<file path="config.mk">
export PLATFORM = sky130hd
export DESIGN_NAME = anabellek_hakem
export DESIGN_NICKNAME = d
export VERILOG_FILES = /design/src/rtl/anabellek_hakem.sv
export SDC_FILE = /design/constraint.sdc
export NUM_CORES = 1
export LEC_CHECK = 0
export ABC_CLOCK_PERIOD_IN_PS = 4250
export BUFFER_PORTS_ARGS = -buffer_cell sky130_fd_sc_hd__buf_4
export CAP_MARGIN = 15
export CORE_AREA = 4 4 287 289
export CTS_CLUSTER_SIZE = 10
export DETAILED_ROUTE_END_ITERATION = 8
export DIE_AREA = 0 0 291 293
export GPL_ROUTABILITY_DRIVEN = 0
export PLACE_DENSITY = 0.3
export SLEW_MARGIN = 0
export SYNTH_ARGS = -nofsm -noshare
export SYNTH_HDL_FRONTEND = slang
export SYNTH_SLANG_ARGS = --single-unit
export TNS_END_PERCENT = 20
</file>
<file path="constraint.sdc">
create_clock -name clk_i -period 4.25 [get_ports clk_i]
set_clock_uncertainty 0.2 [all_clocks]
set_input_delay 0.425 -clock clk_i [delete_from_list [all_inputs] [get_ports clk_i]]
set_output_delay 0.425 -clock clk_i [all_outputs]
set_load 0.1 [all_outputs]
</file>
<file path="src/rtl/anabellek_hakem.sv">
// anabellek_hakem: shares one main-memory port between the instruction-cache
// controller (buyruk) and the data-cache controller (veri).
//
// One request is latched at a time, driven to memory on registered bellek_*
// outputs, and the memory response is routed back to the owning client only.
// When both clients ask in the same idle cycle, oncelik_q picks the winner;
// it flips to the other side after every completion, so continuous contention
// alternates strictly between the two clients.
//
// Client handshake (same on both sides): a client raises *_istek_i with its
// address/data and holds them until it sees its one-cycle *_hazir_o strobe.
// A request is accepted on an edge where the arbiter is idle, memory reports
// bellek_musait_i, and this side wins; *_musait_o shows the first two terms.
// Once accepted, the transaction always completes even if istek drops.
//
// Ports:
//   clk_i, rst_i                 clock, synchronous active-high reset
//   buyruk_istek_i/adres_i       instruction-side read request and address
//   buyruk_musait_o/hazir_o/obek_o  instruction-side ready, strobe, read block
//   veri_istek_i/adres_i/yaz_i/obek_i  data-side request, address, write flag, write block
//   veri_musait_o/hazir_o/obek_o  data-side ready, strobe, read block
//   bellek_musait_i/hazir_i/obek_i  memory ready, completion, read data
//   bellek_istek_o/adres_o/yaz_o/veri_o/oku_o  registered memory request side

module anabellek_hakem #(
    parameter int ADRES_W = 32,
    parameter int OBEK_W  = 128
) (
    input  logic               clk_i,
    input  logic               rst_i,

    input  logic               buyruk_istek_i,
    input  logic [ADRES_W-1:0] buyruk_adres_i,
    output logic               buyruk_musait_o,
    output logic               buyruk_hazir_o,
    output logic [OBEK_W-1:0]  buyruk_obek_o,

    input  logic               veri_istek_i,
    input  logic [ADRES_W-1:0] veri_adres_i,
    input  logic               veri_yaz_i,
    input  logic [OBEK_W-1:0]  veri_obek_i,
    output logic               veri_musait_o,
    output logic               veri_hazir_o,
    output logic [OBEK_W-1:0]  veri_obek_o,

    input  logic               bellek_musait_i,
    input  logic               bellek_hazir_i,
    input  logic [OBEK_W-1:0]  bellek_obek_i,
    output logic               bellek_istek_o,
    output logic [ADRES_W-1:0] bellek_adres_o,
    output logic               bellek_yaz_o,
    output logic [OBEK_W-1:0]  bellek_veri_o,
    output logic               bellek_oku_o
);

    typedef enum logic [1:0] {
        BOSTA         = 2'b00,
        BUYRUK_SERVIS = 2'b01,
        VERI_SERVIS   = 2'b10
    } durum_e;

    durum_e             durum_q, durum_d;
    logic               oncelik_q, oncelik_d;   // 0: buyruk preferred, 1: veri preferred
    logic               istek_q, istek_d;
    logic [ADRES_W-1:0] adres_q, adres_d;
    logic               yaz_q, yaz_d;
    logic [OBEK_W-1:0]  veri_q, veri_d;

    logic               kabul;          // idle and memory can take a transaction
    logic               buyruk_kazan;
    logic               veri_kazan;
    logic               bitti;          // owner's transaction completes this cycle

    assign kabul           = (durum_q == BOSTA) && bellek_musait_i;
    assign buyruk_musait_o = kabul;
    assign veri_musait_o   = kabul;

    // Single requester wins outright; on a tie oncelik_q decides.
    assign buyruk_kazan = kabul && buyruk_istek_i && (!veri_istek_i || !oncelik_q);
    assign veri_kazan   = kabul && veri_istek_i && (!buyruk_istek_i || oncelik_q);

    // Reset dominates: a completion arriving in a reset cycle is dropped.
    assign bitti = bellek_hazir_i && !rst_i;

    always_comb begin
        durum_d        = durum_q;
        oncelik_d      = oncelik_q;
        istek_d        = istek_q;
        adres_d        = adres_q;
        yaz_d          = yaz_q;
        veri_d         = veri_q;
        buyruk_hazir_o = 1'b0;
        buyruk_obek_o  = '0;
        veri_hazir_o   = 1'b0;
        veri_obek_o    = '0;

        case (durum_q)
            BOSTA: begin
                if (buyruk_kazan) begin
                    durum_d = BUYRUK_SERVIS;
                    istek_d = 1'b1;
                    adres_d = buyruk_adres_i;
                    yaz_d   = 1'b0;
                    veri_d  = '0;
                end else if (veri_kazan) begin
                    durum_d = VERI_SERVIS;
                    istek_d = 1'b1;
                    adres_d = veri_adres_i;
                    yaz_d   = veri_yaz_i;
                    veri_d  = veri_obek_i;
                end
            end
            BUYRUK_SERVIS: begin
                if (bitti) begin
                    buyruk_hazir_o = 1'b1;
                    buyruk_obek_o  = yaz_q ? '0 : bellek_obek_i;
                    durum_d        = BOSTA;
                    istek_d        = 1'b0;
                    oncelik_d      = 1'b1;
                end
            end
            VERI_SERVIS: begin
                if (bitti) begin
                    veri_hazir_o = 1'b1;
                    veri_obek_o  = yaz_q ? '0 : bellek_obek_i;
                    durum_d      = BOSTA;
                    istek_d      = 1'b0;
                    oncelik_d    = 1'b0;
                end
            end
            default: begin
                // Unreachable encoding: recover to idle without a request.
                durum_d = BOSTA;
                istek_d = 1'b0;
            end
        endcase
    end

    always_ff @(posedge clk_i) begin
        if (rst_i) begin
            durum_q   <= BOSTA;
            oncelik_q <= 1'b0;
            istek_q   <= 1'b0;
            adres_q   <= '0;
            yaz_q     <= 1'b0;
            veri_q    <= '0;
        end else begin
            durum_q   <= durum_d;
            oncelik_q <= oncelik_d;
            istek_q   <= istek_d;
            adres_q   <= adres_d;
            yaz_q     <= yaz_d;
            veri_q    <= veri_d;
        end
    end

    assign bellek_istek_o = istek_q;
    assign bellek_adres_o = adres_q;
    assign bellek_yaz_o   = yaz_q;
    assign bellek_veri_o  = veri_q;
    assign bellek_oku_o   = istek_q && !yaz_q;

endmodule

</file>
# After elaboration in Yosys (flattened, before gate mapping)
# Cells that the tools add are included.
# totals
reg_bits	165
input_bits	327
output_inout_bits	423
word_cells	56
# classes
eq_ne	6
muxes	23
n_reduce_logical	21
# ops
op	count
128-bit two-way mux	6
32-bit two-way mux	2
1-bit two-way mux	9
1-bit logical AND	7
2-bit two-way mux	3
1-bit logical NOT	5
2-bit inequality test (second input constant)	2
1-bit case mux with 2 select lines	2
2-bit case mux with 2 select lines	1
2-bit AND reduction	2
2-bit nonzero test	2
3-bit inequality test (second input constant)	1
3-bit AND reduction	1
2-bit by 1-bit equality test with 1-bit output (second input constant)	1
2-bit equality test (second input constant)	1
2-bit logical NOT	1
1-bit logical OR	2
2-bit by 1-bit inequality test with 1-bit output (second input constant)	1
2-bit OR reduction	1

# Depth between registers and ports, before layout
# Gate-level depths: netlist of run 1.
# logic_depth
ltp_word	7
ltp_mapped	9

# Least setup slack after synthesis of run 1
# OpenSTA, ideal clock, no wires.
# synth_path
kind	reg-to-output
start	register istek_q (netlist: bellek_istek_o)
end	output port bellek_oku_o
arrival_time_ns	2.392
t_required_ns	3.625
path_slack_ns	1.233
path_stages_with_launch	2
path_buffers	0
path_cell_list	dfxtp_1 > nor2b_1
# synth_via
elab_chain_len	1
# synth_lines
item	line_no	rtl
from (decl)	64	logic istek_q, istek_d;
from (signal assigned)	150	istek_q <= istek_d;
1-bit logical AND	161	assign bellek_oku_o = istek_q && !yaz_q;
to (decl)	53	output logic bellek_oku_o
# Every way passes these cells.

# Worst setup path in the final report of run 1
# layout_path
start	register durum_q[0]
end	output port veri_obek_o[46]
# layout_via
elab_chain_len	2
# layout_lines
item	line_no	rtl
from (decl)	62	durum_e durum_q, durum_d;
from (signal assigned)	148	durum_q <= durum_d;
2-bit equality test	97	case (durum_q)
128-bit two-way mux	97	
to (decl)	44	output logic [OBEK_W-1:0] veri_obek_o,
# Every way passes these cells.

==> impl_summary.md, run 1 <==
Logic synthesis
After synthesis, the netlist uses 27 different library cells. Ranked by total cell area, the synthesized netlist is headed by dfxtp_1, and2_1, a22oi_1. Among all cell types in the netlist, the one instantiated most often is and2_1. Synthesis produced a netlist whose cell count is between 900 and 1000.

The net count after synthesis is around 1300. By count the netlist is led by and2_1, dfxtp_1, nor2_1, a22oi_1, clkbuf_1. The share of synthesized area in the top cell type comes to a little over two fifths. The biggest area consumer among synthesized cells is dfxtp_1. In this run, synthesis inferred 0 flip-flops with an integrated enable. The proportion of register bits with asynchronous set or reset after synthesis is 0%. For this run, the leading register cell type out of synthesis is dfxtp_1.

The number of warning messages in the yosys log is 0. The synthesized area divided by synthesized cell count is approximately 8.3 um^2. Of the synthesized area, sequential elements account for 43.0%.

After synthesis the netlist holds a flip-flop and latch count of about 170. The synthesized netlist occupies a cell area of just under 0.008 mm^2.

Routing
The total iterations of the first detailed-routing run is 4. The DRC violation total after the first TritonRoute iteration is around 430. The remaining design rule violation count is 0. Dividing the detail-routed wire length by the instance count gives 18.8 um. The average vias per placed instance is 3.42. The number of vias in the routed layout is roughly 9700. The wire length after detailed routing is roughly 53000 um. The detail route stage leaves a number of antenna-violating nets equal to 0.

GRT
The via count of the first global-routing pass is roughly 10000. Entering global routing, the biggest net connects around 160 pins. The first-pass GRT wire length is between 70000 and 80000 um.

Global routing finished with a remaining overflow of 0. The number of antenna violations at the first check in global routing was 3. The global router's overall resource usage is a little under an eighth.

Die
The initial utilization of the core area, before any placement, comes to roughly a tenth. The vertical extent of the die is a little under 300 um. The full die area is about 0.085 mm^2. The count of pins on the block boundary is between 700 and 800.

The region available for standard cell placement spans ~0.08 mm^2. The number of cell rows is about 100. The floorplan die width is between 200 and 300 um.

Clock network
The tree built by TritonCTS fans out to 165 sinks. Counting the buffers created by CTS gives 17. The total of cells resized after clock tree synthesis is 0. The CTS tree is built. The clock transition at the registers of the reported paths is about 70 ps. The number of setup buffers added after CTS is 0. The hold buffer count at cts is 133.

The H-tree level count is 4. The tree is rooted in a clkbuf_16. At the later pin of the worst-skew pair, clock insertion delay measures about 470 ps. Counting along the longest clock path gives a buffer depth of 2.

Timing
The post-route worst hold slack is between 60 and 70 ps. The final max-slew violation count is 0. The final-report hold violation count is 0. The slew of the pin with the lowest slew margin is roughly 1200 ps. Setup violations remaining at the end of the flow were counted as 0. Derived from the worst setup path, the maximum achievable clock frequency is ~0.34 GHz. Dividing the final minimum period by the clock period gives a little over two thirds.

Setup repair after global routing left no endpoint under its margin. Summed over all failing endpoints, the final setup total negative slack is 0 ps. Measured against its own limit, the worst slew margin works out to 19.1%.

The minimum period implied by the final worst setup slack is between 2000 and 3000 ps.

Finish
The layout net count is about 2100. The fraction of layout instances using a drive strength above 1 is between 40% and 50%. Summing all non-filler instances in the final layout gives an area of 0.0163 mm^2. The area added between synthesis and finish is 112%. The number of filler instances in the final layout is 9044.

Power
The overall power is approximately 4800 uW. The total power per unit cell area is just under 300 mW/mm^2. The analysis attributes to cell leakage a power of 0.00755 uW. The peak supply drop is a little over 200 uV.

Critical path
The critical path endpoint category is an output port. The critical path launch point type is a register. In this run the worst path has a maximum fanout of roughly 130.

The maximum cell stage delay along the critical path is 370 ps. The standard cell with the maximum stage delay on the critical path is buf_12. The critical path is of the reg2out type. The data required time of the critical path is about 3600 ps.

Traced cell by cell, the critical path runs through inv_1, ha_1, nor3b_2, buf_12, and2_1, buf_4. Data arrives at the worst endpoint at approximately 2300 ps.

Min path
The worst hold path belongs to the class in2reg.

Placed design
The count of input and output buffers is approximately 750. In this run the cell area measured after placement is approximately 0.014 mm^2. Detailed placement ended at an HPWL of about 42000 um.

Status
The run finished with clean final reports.

Job
Across the run, the number of max-cap violations was 0.
placed cells by master (no fill, tap or decap), types with 2 or more instances in the layout:
cell,netlist,final
buf_4,6,753
and2_1,291,291
dfxtp_1,165,165
dlygate4sd3_1,0,133
nor2_1,132,132
a22oi_1,130,130
nand2_1,35,35
a21oi_1,34,34
o22ai_1,32,32
clkbuf_16,0,17
buf_12,0,5
diode_2,0,4
inv_6,0,4
ha_1,3,3
clkinv_2,0,3
inv_1,2,2
nor2b_1,2,2
nand2b_1,2,2
bufinv_16,0,2
clkinvlp_4,0,2
cell type report:
cell class / count / area [um^2] / area share, %
antenna: 4 / 10.0 / 0.0614
sequential: 165 / 3300 / 20.3
clock buffer: 19 / 443 / 2.72
timing repair buffer: 892 / 7100 / 43.5
multi-input combinational: 671 / 3970 / 24.4
tap: 1060 / 1330 / 8.13
inverter: 2 / 7.51 / 0.0460
clock inverter: 13 / 145 / 0.890
metal layers:
metal  up-vias  wire (um)  GRT usage, %
met5         -          0             0
met4         0        710          2.91
met3        30       3590          3.67
met2       363      25700          19.4
met1      4521      23000          14.8
li1       4752          -             -
final timing paths:
path | cells after the start | startpoint | slack (ps) | endpoint
hold reg to reg | 2 | bellek_adres_o[8]$_SDFFE_PP0P_ | 260 | bellek_adres_o[8]$_SDFFE_PP0P_
setup / recovery | 6 | durum_q[0]$_SDFFE_PP0P_ | 1290 | veri_obek_o[46]
hold / removal | 3 | veri_adres_i[23] | 60 | bellek_adres_o[23]$_SDFFE_PP0P_
setup reg to reg | 7 | durum_q[1]$_SDFFE_PP0P_ | 1360 | bellek_veri_o[38]$_SDFFE_PP0P_
cells by family after synthesis:
group / synth area share (%)
adder cells (fa/ha/maj): 0.488
AND/OR/NAND/NOR: 32.8
buffers and inverters: 5.68
flip-flops: 43.0
AO/OA/AOI/OAI: 17.9
multiplexers: 0.130
state kept, by name, indices dropped and copies added (netlist names):
signal,count
bellek_yaz_o,1
bellek_veri_o,128
bellek_adres_o,32
oncelik_q,1
durum_q,2
bellek_istek_o,1
critical path, delay by kind of cell, from the launching register on:
kind / cells / cell delay [ps]
adder cells (fa/ha/maj): 1 / 180
AND/OR/NAND/NOR: 2 / 530
buffers and inverters: 3 / 770
flip-flops: 1 / 330
metrics by stage:
stage / instances / utilization (%) / setup slack, ps
after global routing: 2822 / 20.4 / 1150
after global placement: 2657 / 18.0 / 1410
after floorplan: 927 / - / 1230
final: 2826 / 20.4 / 1290
after detailed placement: 2657 / 18.0 / 1350
after CTS: 2822 / 20.4 / 1220
power breakdown:
group | internal [uW] | leakage, uW | total (uW) | switching, uW
registers | 1610 | 0.00134 | 1650 | 35.5
clock network | 889 | 0.000286 | 1630 | 737
logic | 484 | 0.00593 | 1500 | 1010
Power figures use the tool's default switching activity.
==> inputs of run 2 (changes only) <==
Settings changed: ABC_CLOCK_PERIOD_IN_PS 4250 to 2900, CORE_AREA 4 4 287 289 to 4 4 290 292, DIE_AREA 0 0 291 293 to 0 0 294 296.
Clock period 4.25 ns to 2.9 ns, I/O delays scaled along.
==> run 2 against run 1 <==
  * Global-route usage grew 0.94 points
  * Sequential power grew 46%
  * Combinational power grew 57%
  * Sequential share of layout area shrank 1.2 points
  * Core utilization grew 0.84 points
  * Die area grew 2.1%
  * Clock power grew 40%
==> impl_summary.md, run 2 (same netlist as run 1, synthesis figures left out) <==
Critical path
The data required time of the critical path is 2410 ps (-1210 ps). The worst-path maximum fanout is 39 (-70%). The worst setup path is launched from a register. The arrival time reported for the critical path endpoint came to 2290 ps (-50 ps).

The critical path endpoint category is an output port. The worst setup path is of the reg2out kind.

Placed design
The post-place instance area is 0.0146 mm^2 (+1.8%). The sum of net half-perimeters after detailed placement is 47800 um (+14%). The count of input and output buffers came to 749 (unchanged).

Power
The cell internal power dissipation is 4390 uW (+47%). The part of the total power dissipated in combinational logic came to 33.5% (+2.1 points). The total power per unit cell area is 407 mW/mm^2 (+39%).

The switching share of total power is 37.7% (+0.23 points). The sequential share of power is 34.2% (-0.3 points). The leakage power of the design came to 0.00791 uW (+4.7%). The part of the power in the clock network is 32.3% (-1.8 points). The peak supply drop is 334 uV (+64%). The net switching power figure came to 2660 uW (+49%).

Finish
The final design area excluding fillers is 0.0173 mm^2 (+6.3%). The area added between synthesis and finish is 125%. Leaving out fill and tap cells, the most frequent cell in the layout is buf_4. Leaving out fill and tap cells, the most frequent cells in the layout are buf_4, and2_1, dlygate4sd3_1, dfxtp_1, nor2_1. The number of flip-flops in the largest register came to 128 (unchanged).

The layout net count is 2151 (+3.5%). The fraction of layout instances using a drive strength above 1 is 44.5% (-0.57 points). The post-route core utilization came to 21.2% (+0.84 points).

Min path
The classification of the worst-slack hold path is in2reg.

Timing
The normalized max-slew margin is 31.4% (+12 points). The final max-slew violation count is 0 (unchanged). The final-report hold violation count is 0 (unchanged). The post-route setup TNS came to 0 ps (unchanged).

The number of endpoints failing setup at the final stage is 0 (unchanged). The slew of the pin with the lowest slew margin is 1030 ps (-183 ps). After layout, the minimum clock period comes to approximately 2800 ps. Dividing the final minimum period by the clock period gives between 90% and 100%. The upper clock frequency limit is 0.360 GHz.

Die
The count of pins on the block boundary is 750 (unchanged). The full die area is 0.0870 mm^2 (+2.1%). The core region area is 0.0816 mm^2 (+2.1%). The vertical extent of the die is 296 um (+1.0%). The number of cell rows is 105 (+0.96%). The initial core utilization is 9.42% (-0.20 points). The floorplan die width is 294 um (+1.0%).

Routing
The number of vias in the routed layout was 10000 (+3.9%). The detailed-routed wire length on met2 is 28600 um (+12%). The wire length after detailed routing is 58800 um (+11%). The total iterations of the first detailed-routing run is 4 (unchanged). The average vias per placed instance is 3.45 (+0.93%). The remaining design rule violation count is 0 (unchanged).

The routed length on met3 is 4150 um (+16%). The DRC violation total after the first TritonRoute iteration is 471 (+11%). The wire length per cell is 20.2 um (+7.7%).

The routed metal-1 wirelength is 25200 um (+9.2%). The post-route antenna net violation count is 0 (unchanged). The detailed router used layers up to and including met4.

GRT
The global router's overall resource usage is 12.6% (+0.94 points). The number of antenna violations at the first check in global routing is 11 (+8). The first-pass GRT wire length is 79300 um (+7.6%). The via count of the first global-routing pass came to 10700 (+7.4%). The aggregate global routing overflow is 0 (unchanged). The pin count of the biggest net entering global routing is 167 (+2.5%).

Clock network
The sink count of the clock tree was 165 (unchanged). The CTS tree is built. The buffer type at the clock tree root is clkbuf_16. The clock transition at the registers of the reported paths is 70 ps (about the same).

The maximum clock insertion buffer count came to 2 (unchanged). The H-tree level count is 4 (unchanged). The number of buffers created by CTS was 17 (unchanged). The insertion delay of the later-clocked pin in the worst-skew pair was 460 ps (about the same).

Status
The flow ran to the end, and the final reports show no timing, DRC or antenna violations.

Job
The reported max-cap violation count came to 0 (unchanged).
run 2: routing by layer:
layer	vias up	global-route usage, %
met5	-	0
met4	0	3.22
li1	4897	-
met2	376	20.9
met3	36	3.65
met1	4733	16.2
run 2: worst max-delay path, cell delays in order (launching register included):
cell,delay [ps]
dfxtp_1,320
inv_1,90
ha_1,190
nor3b_4,250
buf_4,170
bufbuf_16,340
and2_1,170
buf_4,290
run 2: worst paths after layout:
path / slack [ps] / cells after the start / endpoint / from
setup reg to reg: 200 / 9 / bellek_adres_o[5]$_SDFFE_PP0P_ / durum_q[1]$_SDFFE_PP0P_
setup / recovery: 120 / 7 / buyruk_obek_o[55] / durum_q[1]$_SDFFE_PP0P_
hold / removal: 60 / 4 / bellek_adres_o[26]$_SDFFE_PP0P_ / buyruk_adres_i[26]
hold reg to reg: 260 / 2 / bellek_adres_o[25]$_SDFFE_PP0P_ / bellek_adres_o[25]$_SDFFE_PP0P_
run 2: cell type report:
class	count	area, um^2
antenna	5	12.5
clock buffer	20	447
clock inverter	12	121
fill	9150	64200
inverter	2	7.51
multi-input combinational	671	3980
sequential	165	3300
tap	1070	1340
timing repair buffer	964	8130
run 2: what timing repair did:
item,4_1_cts,5_1_grt
endpoints found under the hold margin,161,0
setup endpoints to repair,49,63
gates cloned,2,0
gates resized for setup,2,54
hold buffers,184,0
setup buffers,2,0
run 2: power by group through the flow:
stage	Sequential [uW]	Combinational (uW)	Clock [uW]
6_report	2410	2360	2280
5_1_grt	2420	2470	2490
4_1_cts	2410	2390	2430
3_5_place_dp	2460	2150	0
3_3_place_gp	2460	2150	0
2_1_floorplan	3110	647	0
run 2: metrics by stage:
stage | power [uW] | setup WS, ps | hold WS (ps) | std cells
after floorplan | 3760 | 18.0 | 253 | 927
after global placement | 4620 | 438 | 247 | 2684
after detailed placement | 4610 | 441 | 248 | 2684
after CTS | 7230 | 41.8 | 1.86 | 2904
after global routing | 7380 | -2.32 | 71.8 | 2904
final | 7050 | 123 | 55.1 | 2909
==> inputs of run 3 (changes only) <==
Settings changed: ABC_AREA set to 1, CORE_AREA 4 4 290 292 to 4 4 289 291, DIE_AREA 0 0 294 296 to 0 0 293 295.
==> run 3 against run 2 <==
  * Sequential power increased by 6%
  * Core utilization grew 1.0 points
  * Non-clock buffer count grew 8
  * Fmax grew 1.5%
  * Global-route usage rose by 1.3 points
  * Cell area is 3.4% higher
  * Synthesized cell count up 43%
  * Cell count increased by 13%
  * Total power grew 51%
  * Clock power is 13% higher
  * Critical path type unchanged
  * Largest power group is now combinational cells
  * Highest routed layer is now met5
==> impl_summary.md, run 3 <==
GRT
The global router's overall resource usage is 14.0% (+1.3 points). The number of antenna violations at the first check in global routing was 9 (-2). The via count of the first global-routing pass is 12500 (+17%). The first-pass GRT wire length is 89100 um (+12%). The aggregate global routing overflow is 0 (unchanged). The pin count of the biggest net entering global routing is 127 (-24%).

Logic synthesis
The most common cell in the synthesized netlist is nand2_1. The biggest area consumer among synthesized cells is dfxtp_1. The total standard cell area after synthesis is 0.00854 mm^2 (+11%). Among all flip-flop cells after synthesis, the most frequent one is dfxtp_1. The synthesized-area fraction occupied by adder cells is 0.440% (-0.048 points). The share of the synthesized area in compound gates (AO/OA/AOI/OAI) is 9.67% (-8.2 points).

The simple-gate share of the synthesized area was 36.7% (+3.9 points). The proportion of netlist area held by the largest area contributor came to 38.7% (-4.3 points). Sorting the synthesized cells by area gives the leading types as dfxtp_1, nand2_1, nor3_1.

After synthesis, the largest family of logic cells by area is simple AND/OR/NAND/NOR gates. The number of warning messages in the yosys log came to 0 (unchanged). By count the netlist is led by nand2_1, nor3_1, inv_1, dfxtp_1, a21oi_1. The net count after synthesis came to 1654 (+32%).

The register area share after synthesis was 38.7% (-4.3 points). The post-synthesis sequential element count was 165 (unchanged). The number of instances in the synthesized netlist was 1324 (+43%). The number of flops mapped to enable cells by yosys is 0 (unchanged). The share of the synthesized netlist area taken by xor and xnor gates was 0% (unchanged). The post-synthesis cell type count is 19 (-30%). The proportion of register bits with asynchronous set or reset after synthesis is 0% (unchanged).

The multiplexer share of the synthesized area is 0% (-0.13 points). The synthesized area divided by synthesized cell count is 6.45 um^2 (-22%).

Power
The part of the power in the clock network is 24.2% (-8.1 points). The part of the total power dissipated in combinational logic is 51.8% (+18 points). The total power per unit cell area came to 593 mW/mm^2 (+46%).

The overall power is 10600 uW (+51%). The sequential share of power came to 24.0% (-10 points). The leakage power of the design is 0.00835 uW (+5.5%). The switching share of total power is 49.8% (+12 points). The peak supply drop was 415 uV (+24%).

The net switching power figure was 5290 uW (+99%). The cell internal power dissipation is 5330 uW (+21%).

Finish
The number of flip-flops in the largest register was 128 (unchanged). Leaving out fill and tap cells, the most frequent cell in the layout is buf_4. The layout net count is 2527 (+17%). Relative to the synthesized area, the layout overhead comes to 110%.

The top cell types in the final layout, fill and taps aside, are buf_4, nand2_1, nor3_1, dlygate4sd3_1, inv_1. The fraction of layout instances using a drive strength above 1 came to 39.0% (-5.6 points).

Clock network
The H-tree level count is 4 (unchanged). The buffer type at the clock tree root is clkbuf_16. The number of buffers created by CTS is 17 (unchanged). The insertion delay of the later-clocked pin in the worst-skew pair is 450 ps (about the same). The clock transition at the registers of the reported paths is 70 ps (about the same).

The CTS tree is built. The number of setup buffers added after CTS is 0 (-2). The maximum clock insertion buffer count came to 2 (unchanged). The sink count of the clock tree is 165 (unchanged).

Timing
The minimum period implied by the final worst setup slack is 2740 ps (-41.2 ps). The slew of the pin with the lowest slew margin is 780 ps (-250 ps). The final-report hold violation count was 0 (unchanged). The upper clock frequency limit is 0.366 GHz (+1.5%). The final max-slew violation count is 0 (unchanged). The number of endpoints failing setup at the final stage is 0 (unchanged). The normalized max-slew margin was 48.0% (+17 points). The post-route setup TNS is 0 ps (unchanged).

The post-route worst hold slack is 28.6 ps (-26.4 ps). Setup repair after global routing left no endpoint under its margin. The share of the cycle needed by the critical path after routing came to 94.3% (-1.4 points).

Routing
The total iterations of the first detailed-routing run is 5 (+1). The average vias per placed instance is 3.70 (+7.2%). The DRC violation total after the first TritonRoute iteration came to 412 (-13%). The remaining design rule violation count is 0 (unchanged). The post-route antenna net violation count is 0 (unchanged).

The number of vias in the routed layout was 12100 (+21%). The wire length after detailed routing is 64300 um (+9.4%). The wire length per cell is 19.7 um (-2.7%).

Critical path
The arrival time reported for the critical path endpoint came to 2250 ps (-40 ps). The worst setup path is of the reg2out kind. The worst-path maximum fanout came to 51 (+31%). The critical path endpoint category is an output port. The worst reg-to-reg path cell count was 10 (+1). The data required time of the critical path is 2410 ps (about the same). The worst setup path is launched from a register.

Status
The run finished with clean final reports.

Die
The initial core utilization came to 10.6% (+1.2 points). The floorplan die width came to 293 um (-0.34%). The number of cell rows is 104 (-0.95%). The count of pins on the block boundary is 750 (unchanged). The full die area is 0.0864 mm^2 (-0.68%). The core region area came to 0.0805 mm^2 (-1.3%).

The vertical extent of the die is 295 um (-0.34%).

Placed design
The sum of net half-perimeters after detailed placement is 51700 um (+8.3%). The count of input and output buffers is 749 (unchanged).

Job
The reported max-cap violation count is 0 (unchanged).

Min path
The classification of the worst-slack hold path is in2reg. The worst hold path depth was 5 (+1).
==> run 3: cell types whose count changed after synthesis, sizes merged, moves of 9 or more <==
cell,delta
nor2,-125
inv,+171
nand3,+36
o22ai,-32
and2,-291
nor3,+255
clkbuf,+9
a21oi,+130
buf,+21
a22oi,-130
nand2,+364
==> run 3: timing repair <==
action / 4_1_cts / 5_1_grt
resized for setup: 0 / 2
endpoints found under the hold margin: 160 / 0
endpoints found under the setup margin: 0 / 45
hold buffers: 186 / 0
==> run 3: final timing paths <==
kind	startpoint	end	slack [ps]
setup / recovery	durum_q[0]$_SDFFE_PP0P_	veri_obek_o[110]	160
hold / removal	buyruk_adres_i[0]	bellek_adres_o[0]$_SDFFE_PP0P_	30
setup reg to reg	durum_q[0]$_SDFFE_PP0P_	bellek_adres_o[6]$_SDFFE_PP0P_	440
hold reg to reg	bellek_adres_o[19]$_SDFFE_PP0P_	bellek_adres_o[19]$_SDFFE_PP0P_	270
==> run 3: worst max-delay path, cell delays in order, from the launching register on <==
cell,delay (ps)
dfxtp_1,350
inv_1,70
ha_1,220
inv_4,260
buf_16,300
buf_4,230
nor3_1,70
buf_4,250
==> run 3: routing by layer <==
layer  global-route usage [%]  vias up  routed length [um]
met5                        0        -                  83
met2                     26.4      444               33900
met3                     4.85       50                5370
li1                         -     5939                   -
met1                     15.0     5663               24000
met4                     2.71       12                1020
==> run 3: through the flow <==
stage               std cells  setup WS (ps)  util [%]  area [um^2]
global placement         3051            335      19.1        15400
detailed placement       3051            358      19.1        15400
global route             3271           2.57      22.2        17900
CTS                      3269           74.0      22.2        17900
floorplan                1324          -1060         -         8610
finish                   3273            164      22.2        17900
==> run 3: cells by family after synthesis <==
logic type,after synthesis
AOI/OAI and AO/OA,165
adders and majority gates,3
buffers and inverters,292
DFF,165
and+or+nand+nor,699
==> run 3: layout make-up <==
type,instances,area (um^2)
Fill cell,9203,62600
Antenna cell,3,7.51
Sequential cell,165,3300
Tap cell,1060,1330
Multi-Input combinational cell,868,4090
Timing Repair Buffer,972,7900
Inverter,173,659
Clock buffer,22,464
Clock inverter,10,169
==> run 3: power groups by stage <==
stage               sequential (uW)  combinational [uW]  clock, uW
global placement               2600                5300          0
CTS                            2550                5570       2690
detailed placement             2600                5300          0
floorplan                      3840                2440          0
finish                         2550                5500       2570
global route                   2580                5810       2750
